## src/rtl/cnn_spi_pkg.sv

```systemverilog
// Shared types and constants for the SPI frame receive path.
package cnn_spi_pkg;

  typedef enum logic [1:0] {
    IDLE = 2'd0,
    RECV = 2'd1,
    DONE = 2'd2
  } rx_state_e;

  localparam int unsigned FRAME_BYTES_DEFAULT = 1024;
  localparam int unsigned STATUS_DONE_BIT     = 7;
  localparam int unsigned STATUS_ERR_BIT      = 6;

  // Status byte returned on MISO during an SS cycle.
  function automatic logic [7:0] status_byte(input logic done, input logic err);
    logic [7:0] s;
    s                  = '0;
    s[STATUS_DONE_BIT] = done;
    s[STATUS_ERR_BIT]  = err;
    return s;
  endfunction

endpackage

```

## src/rtl/spi_sync_edge.sv

```systemverilog
// Multi-flop synchronizer plus edge detector for one asynchronous SPI pin.
module spi_sync_edge #(
  parameter int unsigned SYNC_STAGES = 2,
  parameter logic        RESET_VAL   = 1'b0
) (
  input  logic clk,
  input  logic rst_n,
  input  logic din,
  output logic rise_c,
  output logic fall_c
);

  logic [SYNC_STAGES-1:0] sync_q;
  logic                   prev_q;

  // Synchronizer chain followed by one flop holding the previous synced level.
  always_ff @(posedge clk) begin
    if (!rst_n) begin
      sync_q <= {SYNC_STAGES{RESET_VAL}};
      prev_q <= RESET_VAL;
    end else begin
      sync_q <= SYNC_STAGES'({sync_q, din});
      prev_q <= sync_q[SYNC_STAGES-1];
    end
  end

  assign rise_c = sync_q[SYNC_STAGES-1] & ~prev_q;
  assign fall_c = ~sync_q[SYNC_STAGES-1] & prev_q;

endmodule

```

## src/rtl/spi_frame_rx.sv

```systemverilog
// SPI slave frame receiver: assembles MOSI bytes into the frame buffer and
// hands a complete frame to the CNN controller via frame_done/frame_ack.
// Optional trailing checksum byte enabled by SPI_FRAME_RX_CHECKSUM_EN.
module spi_frame_rx
  import cnn_spi_pkg::*;
#(
  parameter int unsigned FRAME_BYTES = FRAME_BYTES_DEFAULT,
  parameter int unsigned ADDR_W      = 10,
  parameter int unsigned SYNC_STAGES = 2
) (
  input  logic              clk,
  input  logic              rst_n,
  input  logic              spi_slave_sclk,
  input  logic              spi_slave_mosi,
  input  logic              spi_slave_ss,
  output logic              spi_slave_miso,
  output logic              buf_we,
  output logic [ADDR_W-1:0] buf_addr,
  output logic [7:0]        buf_wdata,
  output logic              frame_done,
  input  logic              frame_ack,
  output logic              frame_err,
  output logic              rx_busy
);

  localparam int unsigned CNT_W = ADDR_W + 1;
`ifdef SPI_FRAME_RX_CHECKSUM_EN
  localparam int unsigned TOTAL_BYTES = FRAME_BYTES + 1;
`else
  localparam int unsigned TOTAL_BYTES = FRAME_BYTES;
`endif

  logic sclk_rise_c, sclk_fall_c, ss_rise_c, ss_fall_c;
  logic [SYNC_STAGES-1:0] mosi_q;
  logic                   mosi_s;

  rx_state_e        state_q;
  logic [2:0]       bit_cnt_q;
  logic [CNT_W-1:0] byte_cnt_q;
  logic [6:0]       shift_q;
  logic             ovf_q;
  logic             sticky_q;
  logic             err_shown_q;
  logic             ss_low_q;
  logic [6:0]       miso_sr_q;
`ifdef SPI_FRAME_RX_CHECKSUM_EN
  logic [7:0]       csum_q;
  logic [7:0]       csum_rx_q;
  logic             csum_slot_c;
  logic             csum_ok_c;
`endif

  logic             byte_fire_c;
  logic [7:0]       byte_val_c;
  logic             data_slot_c;
  logic             ovf_hit_c;
  logic [2:0]       bit_cnt_eff_c;
  logic [CNT_W-1:0] byte_cnt_eff_c;
  logic             frame_ok_c;
  logic [7:0]       status_c;

  spi_sync_edge #(.SYNC_STAGES(SYNC_STAGES), .RESET_VAL(1'b0)) u_sclk (
    .clk    (clk),
    .rst_n  (rst_n),
    .din    (spi_slave_sclk),
    .rise_c (sclk_rise_c),
    .fall_c (sclk_fall_c)
  );

  spi_sync_edge #(.SYNC_STAGES(SYNC_STAGES), .RESET_VAL(1'b1)) u_ss (
    .clk    (clk),
    .rst_n  (rst_n),
    .din    (spi_slave_ss),
    .rise_c (ss_rise_c),
    .fall_c (ss_fall_c)
  );

  // MOSI only needs a synchronized level, sampled on sclk_rise.
  always_ff @(posedge clk) begin
    if (!rst_n) mosi_q <= '0;
    else        mosi_q <= SYNC_STAGES'({mosi_q, spi_slave_mosi});
  end
  assign mosi_s = mosi_q[SYNC_STAGES-1];

  // Post-edge counts so an SS rise coinciding with the 8th bit sees that byte.
  always_comb begin
    byte_fire_c    = (state_q == RECV) && sclk_rise_c && (bit_cnt_q == 3'd7);
    byte_val_c     = {shift_q, mosi_s};
    data_slot_c    = byte_fire_c && (byte_cnt_q < CNT_W'(FRAME_BYTES));
    ovf_hit_c      = byte_fire_c && (byte_cnt_q >= CNT_W'(TOTAL_BYTES));
    bit_cnt_eff_c  = bit_cnt_q + 3'((state_q == RECV) && sclk_rise_c);
    byte_cnt_eff_c = byte_cnt_q + CNT_W'(byte_fire_c && !ovf_hit_c);
    frame_ok_c     = (byte_cnt_eff_c == CNT_W'(TOTAL_BYTES)) &&
                     (bit_cnt_eff_c == 3'd0) && !(ovf_q || ovf_hit_c);
`ifdef SPI_FRAME_RX_CHECKSUM_EN
    csum_slot_c    = byte_fire_c && (byte_cnt_q == CNT_W'(FRAME_BYTES));
    csum_ok_c      = csum_slot_c ? (byte_val_c == csum_q) : (csum_rx_q == csum_q);
    frame_ok_c     = frame_ok_c && csum_ok_c;
`endif
    status_c       = status_byte(frame_done, err_shown_q ? 1'b0 : sticky_q);
  end

  // Frame FSM, buffer write port, status shifter and sticky error.
  always_ff @(posedge clk) begin
    if (!rst_n) begin
      state_q        <= IDLE;
      bit_cnt_q      <= '0;
      byte_cnt_q     <= '0;
      shift_q        <= '0;
      ovf_q          <= 1'b0;
      sticky_q       <= 1'b0;
      err_shown_q    <= 1'b0;
      ss_low_q       <= 1'b0;
      miso_sr_q      <= '0;
      spi_slave_miso <= 1'b0;
      buf_we         <= 1'b0;
      buf_addr       <= '0;
      buf_wdata      <= '0;
      frame_done     <= 1'b0;
      frame_err      <= 1'b0;
      rx_busy        <= 1'b0;
`ifdef SPI_FRAME_RX_CHECKSUM_EN
      csum_q         <= '0;
      csum_rx_q      <= '0;
`endif
    end else begin
      buf_we    <= 1'b0;
      frame_err <= 1'b0;

      // Status byte loads on every SS fall, regardless of frame state.
      if (ss_fall_c) begin
        ss_low_q       <= 1'b1;
        miso_sr_q      <= status_c[6:0];
        spi_slave_miso <= status_c[7];
        if (err_shown_q) begin
          sticky_q    <= 1'b0;
          err_shown_q <= 1'b0;
        end else begin
          err_shown_q <= sticky_q;
        end
      end else if (ss_rise_c) begin
        ss_low_q       <= 1'b0;
        spi_slave_miso <= 1'b0;
      end else if (ss_low_q && sclk_fall_c) begin
        miso_sr_q      <= {miso_sr_q[5:0], 1'b0};
        spi_slave_miso <= miso_sr_q[6];
      end

      case (state_q)
        IDLE: begin
          if (ss_fall_c) begin
            state_q    <= RECV;
            rx_busy    <= 1'b1;
            bit_cnt_q  <= '0;
            byte_cnt_q <= '0;
            ovf_q      <= 1'b0;
`ifdef SPI_FRAME_RX_CHECKSUM_EN
            csum_q     <= '0;
            csum_rx_q  <= '0;
`endif
          end
        end
        RECV: begin
          if (sclk_rise_c) begin
            shift_q   <= byte_val_c[6:0];
            bit_cnt_q <= bit_cnt_eff_c;
          end
          if (data_slot_c) begin
            buf_we    <= 1'b1;
            buf_addr  <= ADDR_W'(byte_cnt_q);
            buf_wdata <= byte_val_c;
`ifdef SPI_FRAME_RX_CHECKSUM_EN
            csum_q    <= csum_q + byte_val_c;
`endif
          end
`ifdef SPI_FRAME_RX_CHECKSUM_EN
          if (csum_slot_c) csum_rx_q <= byte_val_c;
`endif
          if (ovf_hit_c) ovf_q <= 1'b1;
          byte_cnt_q <= byte_cnt_eff_c;
          if (ss_rise_c) begin
            rx_busy <= 1'b0;
            if (frame_ok_c) begin
              state_q    <= DONE;
              frame_done <= 1'b1;
            end else begin
              state_q     <= IDLE;
              frame_err   <= 1'b1;
              sticky_q    <= 1'b1;
              err_shown_q <= 1'b0;
            end
          end
        end
        DONE: begin
          if (frame_ack) begin
            state_q    <= IDLE;
            frame_done <= 1'b0;
          end
        end
        default: state_q <= IDLE;
      endcase
    end
  end

endmodule

```

## config.mk

```make
export PLATFORM = sky130hd
export DESIGN_NAME = spi_frame_rx
export DESIGN_NICKNAME = d
export VERILOG_FILES = /design/src/rtl/cnn_spi_pkg.sv /design/src/rtl/spi_sync_edge.sv /design/src/rtl/spi_frame_rx.sv
export SDC_FILE = /design/constraint.sdc
export NUM_CORES = 1
export LEC_CHECK = 0
export BUFFER_PORTS_ARGS = -buffer_cell sky130_fd_sc_hd__buf_2
export CAP_MARGIN = 0
export CORE_UTILIZATION = 45
export CTS_BUF_LIST = sky130_fd_sc_hd__clkbuf_4 sky130_fd_sc_hd__clkbuf_8
export CTS_CLUSTER_DIAMETER = 50
export CTS_CLUSTER_SIZE = 16
export DETAILED_ROUTE_END_ITERATION = 16
export GPL_TIMING_DRIVEN = 0
export HOLD_SLACK_MARGIN = 0.1
export SYNTH_ARGS = -nofsm -noshare
export SYNTH_HDL_FRONTEND = slang
export SYNTH_SLANG_ARGS = --single-unit
```

## constraint.sdc

```tcl
create_clock -name clk -period 8.12 [get_ports clk]
set_clock_uncertainty 0.05 [all_clocks]
set_input_delay 1.624 -clock clk [delete_from_list [all_inputs] [get_ports clk]]
set_output_delay 1.624 -clock clk [all_outputs]
set_load 0.02 [all_outputs]
```

After elaboration in Yosys (flattened, before gate mapping)

Index checks and enable logic that the tools add are counted.

Output and inout bits: 23
Register bits after elaboration: 59
Input bits: 6

Equal/unequal tests: 11
Order comparisons: 2
Bitwise gates (word level): 8
Mux-type cells: 38
Reductions and logical operators: 29
Add/subtract/negate cells: 2

Operators with widths:

| kind                                                      | count |
|---|---|
| two-way mux 1 bit                                         | 22 |
| one-hot mux 11 bit (2 select lines)                       | 1 |
| two-way mux 7 bit                                         | 3 |
| AND reduction 3 bit                                       | 5 |
| inequality test 2 bit, second input constant              | 6 |
| adder 11 x 1 -> 11 bit                                    | 1 |
| equality test 11 bit, second input constant               | 1 |
| greater-or-equal comparator 11 bit, second input constant | 1 |
| less-than comparator 11 bit, second input constant        | 1 |
| two-way mux 11 bit                                        | 1 |
| AND reduction 2 bit                                       | 5 |
| logical AND 1 bit                                         | 8 |
| two-way mux 2 bit                                         | 4 |
| nonzero test 2 bit                                        | 4 |
| two-way mux 3 bit                                         | 2 |
| one-hot mux 1 bit (2 select lines)                        | 3 |
| one-hot mux 2 bit (3 select lines)                        | 1 |
| one-hot mux 3 bit (2 select lines)                        | 1 |
| bitwise AND 1 bit                                         | 4 |
| inverter 1 bit                                            | 4 |
| AND reduction 4 bit                                       | 1 |
| adder 3 x 1 -> 3 bit                                      | 1 |
| equality test 3 bit, second input constant                | 1 |
| zero test 3 bit                                           | 1 |
| 7 further kinds                                           | 8 |

Longest topological paths before layout

Depth after elaboration: 14
Mapped depth: 17

Hierarchy

A second synthesis with hierarchy kept.

Cells, all modules: 292
Area total of the unflattened synthesis: 2725.1 µm²

Modules (own cells, without submodules):

| module        | times used | area each (µm²) | sequential area each (µm²) | cells an instance |
|---|---|---|---|---|
| spi_frame_rx  | 1          | 2542.4          | 1061.0                     | 276 |
| spi_sync_edge | 2          | 91.3            | 60.1                       | 8 |

Least setup slack after synthesis

Ideal clock, no wire load.

Path type: reg2reg
Start point: register state_q[0]
End point: register sticky_q
Clock period less this slack: 3513 ps
Setup slack: 4607 ps
Data required time: 7953 ps
Stages on the path, launching flop included: 18
Arrival: 3345 ps
Library setup time: 117 ps
Buffers on the path: 3
Path through: dfxtp_1 nor2b_1 buf_2 nand3b_4 inv_2 nand4_1 or2_1 buf_2 inv_1 buf_4 ha_1 ha_1 nand2_1 xnor2_1 nand3_1 a2111oi_0 or3b_1 a32o_1

Cells in the longest elaborated chain, start to end: 13
Elaborated cells between the ends (all ways): 17
Those cells by class: add/sub (2); eq/ne (2); mux (3); reduce/logical (10)

RTL lines:

| element                        | line                                                        | source |
|---|---|---|
| from (decl)                    | spi_frame_rx.sv:37                                          | `rx_state_e state_q;` |
| from (signal assigned)         | spi_frame_rx.sv:106                                         | `state_q <= IDLE;` |
| from (signal assigned)         | spi_frame_rx.sv:152                                         | `state_q <= RECV;` |
| from (signal assigned)         | spi_frame_rx.sv:184                                         | `state_q <= DONE;` |
| equality test 2 x 1 -> 1 bit * | spi_frame_rx.sv:87, spi_frame_rx.sv:91, spi_frame_rx.sv:149 |  |
| logical AND 1 bit              | spi_frame_rx.sv:87, spi_frame_rx.sv:91                      |  |
| logical AND 1 bit              | spi_frame_rx.sv:87                                          | `byte_fire_c = (state_q == RECV) && sclk_rise_c && (bit_cnt_q == 3'd7);` |
| logical AND 1 bit              | spi_frame_rx.sv:90                                          | `ovf_hit_c = byte_fire_c && (byte_cnt_q >= CNT_W'(TOTAL_BYTES));` |
| zero test 1 bit                | spi_frame_rx.sv:92                                          | `byte_cnt_eff_c = byte_cnt_q + CNT_W'(byte_fire_c && !ovf_hit_c);` |
| logical AND 1 bit              | spi_frame_rx.sv:92                                          |  |
| adder 11 x 1 -> 11 bit         | spi_frame_rx.sv:92                                          |  |
| equality test 11 bit           | spi_frame_rx.sv:93                                          | `frame_ok_c = (byte_cnt_eff_c == CNT_W'(TOTAL_BYTES)) &&` |
| logical AND 1 bit              | spi_frame_rx.sv:93                                          |  |
| logical AND 1 bit              | spi_frame_rx.sv:94                                          | `(bit_cnt_eff_c == 3'd0) && !(ovf_q \|\| ovf_hit_c);` |
| two-way mux 1 bit              | spi_frame_rx.sv:183                                         | `if (frame_ok_c) begin` |
| two-way mux 1 bit              | spi_frame_rx.sv:181                                         | `if (ss_rise_c) begin` |
| two-way mux 1 bit *            | spi_frame_rx.sv:149                                         | `case (state_q)` |
| to (signal assigned)           | spi_frame_rx.sv:111                                         | `sticky_q <= 1'b0;` |
| to (signal assigned)           | spi_frame_rx.sv:136                                         | `sticky_q <= 1'b0;` |
| to (signal assigned)           | spi_frame_rx.sv:189                                         | `sticky_q <= 1'b1;` |
| to (decl)                      | spi_frame_rx.sv:42                                          | `logic sticky_q;` |

Every way passes the cells marked *; elsewhere a longest branch is shown, timed or not.
A chain may end at the register's enable or synchronous reset.

Final worst setup path

Ends and elaborated chain as after synthesis.

==> impl_metrics.ini <==
[clock_network]
tritoncts = yes
clock_path_buffers = 2
cts_setup_buffers = 0
clock_tree.htree_level_count = 3
clock_sinks = 59
clock_latency_on_the_worst_skew_pair_ps = 330
post_cts_resize_count = 0
ctsRootBufferMaster = sky130_fd_sc_hd__clkbuf_8
register_clock_pin_slew_on_the_reported_worst_setup_and_hold_paths_ps = 70
cts_hold_repair.buffers = 0
inserted_clock_buffers = 9

[global_routing]
wire_length_of_the_first_global_routing_pass_um = 9156
grt_antenna_before_repair = 0
grt-ovfl-total = 0
grt_max_degree = 11
grt_usage = 0.1976
grt_pass1_vias = 1885

[sta]
setup_total_negative_slack_ps = 0
final_hold_viol_count = 0
slew_violations = 0
max_transition_margin = 0.6434
clock.fmax_ghz = 0.2451
timing.final.setup_violations = 0
min_period_ps = 4080
unrepaired_setup_endpoints_after_global_routing = false
min_period_over_period = 0.5025
worstMarginPinSlew_ps = 534.9

[drt]
wirelength_routed_um = 5522
first_iter_violations = 84
first_pass_iters = 4
antenna_left = 0
vias = 2118
viasPerCell = 5.007
drt-wirelength-per-cell_um = 13.05
drc = 0

[floorplan]
initial_utilization = 0.4743
rows = 27
design.die.area_um2 = 6186
num_io_pins = 29
core_area_um2 = 5574
die_width_um = 78.65
floorplan.die.height_um = 78.65

[cells_and_area]
fin_area_um2 = 3060
nFillCells = 565
layout-drive-gt1-share = 0.1852
layout_overhead_on_the_synthesized_area_pct = 15.76
n_antenna_cell = 0
final_nets = 359
layout.cells.non_filler = 423

[place]
placement.cell_area_um2 = 2869
dp.final_hpwl_um = 3942
place_congestion = 0.8334
buffer_ports.inserted = 27
post-place-cells = 408

[setup_path]
critical_path.endpoint_type = register
cp.arrival_ps = 4250
reg2regPathDepth = 17
critical_path_class = register to register
critical_path_launch_point_type = register
worst-endpoint-required_ps = 8290
biggest_fanout_along_the_worst_timing_path = 10

[power]
power_leakage_nw = 1.265
pwr_density_cell_nw_per_um2 = 188.5
vdd_drop_max_mv = 0.1113

[synth]
synthesis.instances = 309
dominantRegCellSynth = sky130_fd_sc_hd__dfxtp_1
ys_async_sr_fraction = 0
syn-num-nets = 321
synth_edf_count = 0
yosys.cell_types.count = 48
post_synth.cell_area_avg_um2 = 8.556
synth.yosys.seq_area_share = 0.4468
syn_area_um2 = 2644
synth-seq-cells = 59
yosys_warnings = 0

[run_status]
outcome = completed

[job]
drv_cap = 0

[worst_hold_path]
worst_hold_path.num_cells = 1
hold_path.class = register to register
cells in the mapped netlist (all sizes together), types with 5 or more instances:
cell type / number / area (µm²)
nand3: 10 / 62.56
buf: 11 / 82.57
nand4: 5 / 31.28
and2: 10 / 65.06
a21oi: 16 / 80.08
nor2: 18 / 67.56
a22oi: 8 / 60.06
inv: 10 / 37.53
a21boi: 17 / 127.6
o21ai: 12 / 60.06
clkbuf: 10 / 47.54
dfxtp: 59 / 1181
ha: 6 / 75.07
nand2: 67 / 251.5
nor2b: 6 / 37.54
worst max-delay path, stage by stage (launching register included):
cell	delay (ps)
sky130_fd_sc_hd__dfxtp_1	400
sky130_fd_sc_hd__nor2b_1	140
sky130_fd_sc_hd__buf_2	230
sky130_fd_sc_hd__nand3b_4	180
sky130_fd_sc_hd__inv_2	190
sky130_fd_sc_hd__nand4_1	110
sky130_fd_sc_hd__or2_1	200
sky130_fd_sc_hd__buf_2	190
sky130_fd_sc_hd__inv_1	80
sky130_fd_sc_hd__buf_4	170
sky130_fd_sc_hd__ha_1	280
sky130_fd_sc_hd__ha_1	260
sky130_fd_sc_hd__nand2_1	140
sky130_fd_sc_hd__xnor2_1	170
sky130_fd_sc_hd__nand3_1	80
sky130_fd_sc_hd__a2111oi_0	370
sky130_fd_sc_hd__or3b_1	480
sky130_fd_sc_hd__a32o_1	230
cell type report:
type | instances | area, µm² | area share
multi-input combinational | 219 | 1295 | 0.4231
sequential | 59 | 1181 | 0.3859
clock buffer | 10 | 137.6 | 0.04497
timing repair buffer | 27 | 135.1 | 0.04415
buffer | 21 | 130.1 | 0.04252
tap | 72 | 90.09 | 0.02944
clock inverter | 5 | 53.80 | 0.01758
inverter | 10 | 37.54 | 0.01226
metal layers:
metal,share of wire,up-vias,track usage,routed length (µm)
met3,0.039,6,0.04186,217
met5,0,-,0,0
met1,0.53,939,0.2757,2913
met2,0.42,44,0.2791,2314
li1,-,1129,-,-
met4,0.014,0,0.1111,76
worst paths after layout:
check,startpoint,end,slack (ps)
min reg2reg,u_ss.sync_q[0],u_ss.sync_q[1],360
max reg2reg,state_q[0],sticky_q,4040
max,state_q[0],sticky_q,4040
min,u_ss.sync_q[0],u_ss.sync_q[1],360
cell usage in the layout, fill, tap and decap left out, types with 3 or more instances in the layout:
cell type / n
sky130_fd_sc_hd__nor2_1: 18
sky130_fd_sc_hd__and2_1: 8
sky130_fd_sc_hd__dfxtp_1: 59
sky130_fd_sc_hd__buf_4: 6
sky130_fd_sc_hd__mux2i_1: 3
sky130_fd_sc_hd__a21boi_0: 16
sky130_fd_sc_hd__mux2_2: 4
sky130_fd_sc_hd__nand2_1: 67
sky130_fd_sc_hd__nor2b_1: 6
sky130_fd_sc_hd__nor3_1: 3
sky130_fd_sc_hd__o21ai_0: 12
sky130_fd_sc_hd__clkinv_2: 3
sky130_fd_sc_hd__clkbuf_8: 11
sky130_fd_sc_hd__nand4_1: 5
sky130_fd_sc_hd__inv_1: 9
sky130_fd_sc_hd__a21oi_1: 16
sky130_fd_sc_hd__clkbuf_1: 9
sky130_fd_sc_hd__a22oi_1: 8
sky130_fd_sc_hd__buf_2: 30
sky130_fd_sc_hd__nor4_1: 3
sky130_fd_sc_hd__nand2b_1: 4
sky130_fd_sc_hd__ha_1: 6
sky130_fd_sc_hd__xor2_1: 3
sky130_fd_sc_hd__nand3_1: 9
flip-flops by register name (all words and copies together) (netlist names), 2 cells and up:
register and count:
byte_cnt_q 11, buf_wdata 8, state_q 2, shift_q 7, bit_cnt_q 3, buf_addr 10
u_ss.sync_q 2, u_sclk.sync_q 2, mosi_q 2
kinds of logic after synthesis:
logic type      share of synthesized area
flops                              0.4468
buf+inv                           0.06341
mux                               0.02839
fa+ha+maj                         0.02839
simple gates                       0.2589
xor+xnor                          0.01657
compound gates                     0.1576
power breakdown:
part	leakage (nW)	internal [mW]	switching (mW)
logic	0.685	0.00823	0.0144
registers	0.477	0.293	0.00190
clock network	0.102	0.147	0.112
total	1.26	0.448	0.129
stage by stage:
stage	util	hold WS, ps	setup slack, ps	total power [mW]
detailed placement	0.5147	346.5	4063	0.3239
finish	0.5490	362.2	4040	0.5768
CTS	0.5490	364.3	4023	0.5834
floorplan	-	336.3	4607	0.3164
global placement	0.5147	337.5	4054	0.3236
global route	0.5490	383.5	3676	0.5990
No activity file was read; power rests on OpenSTA's default activity.
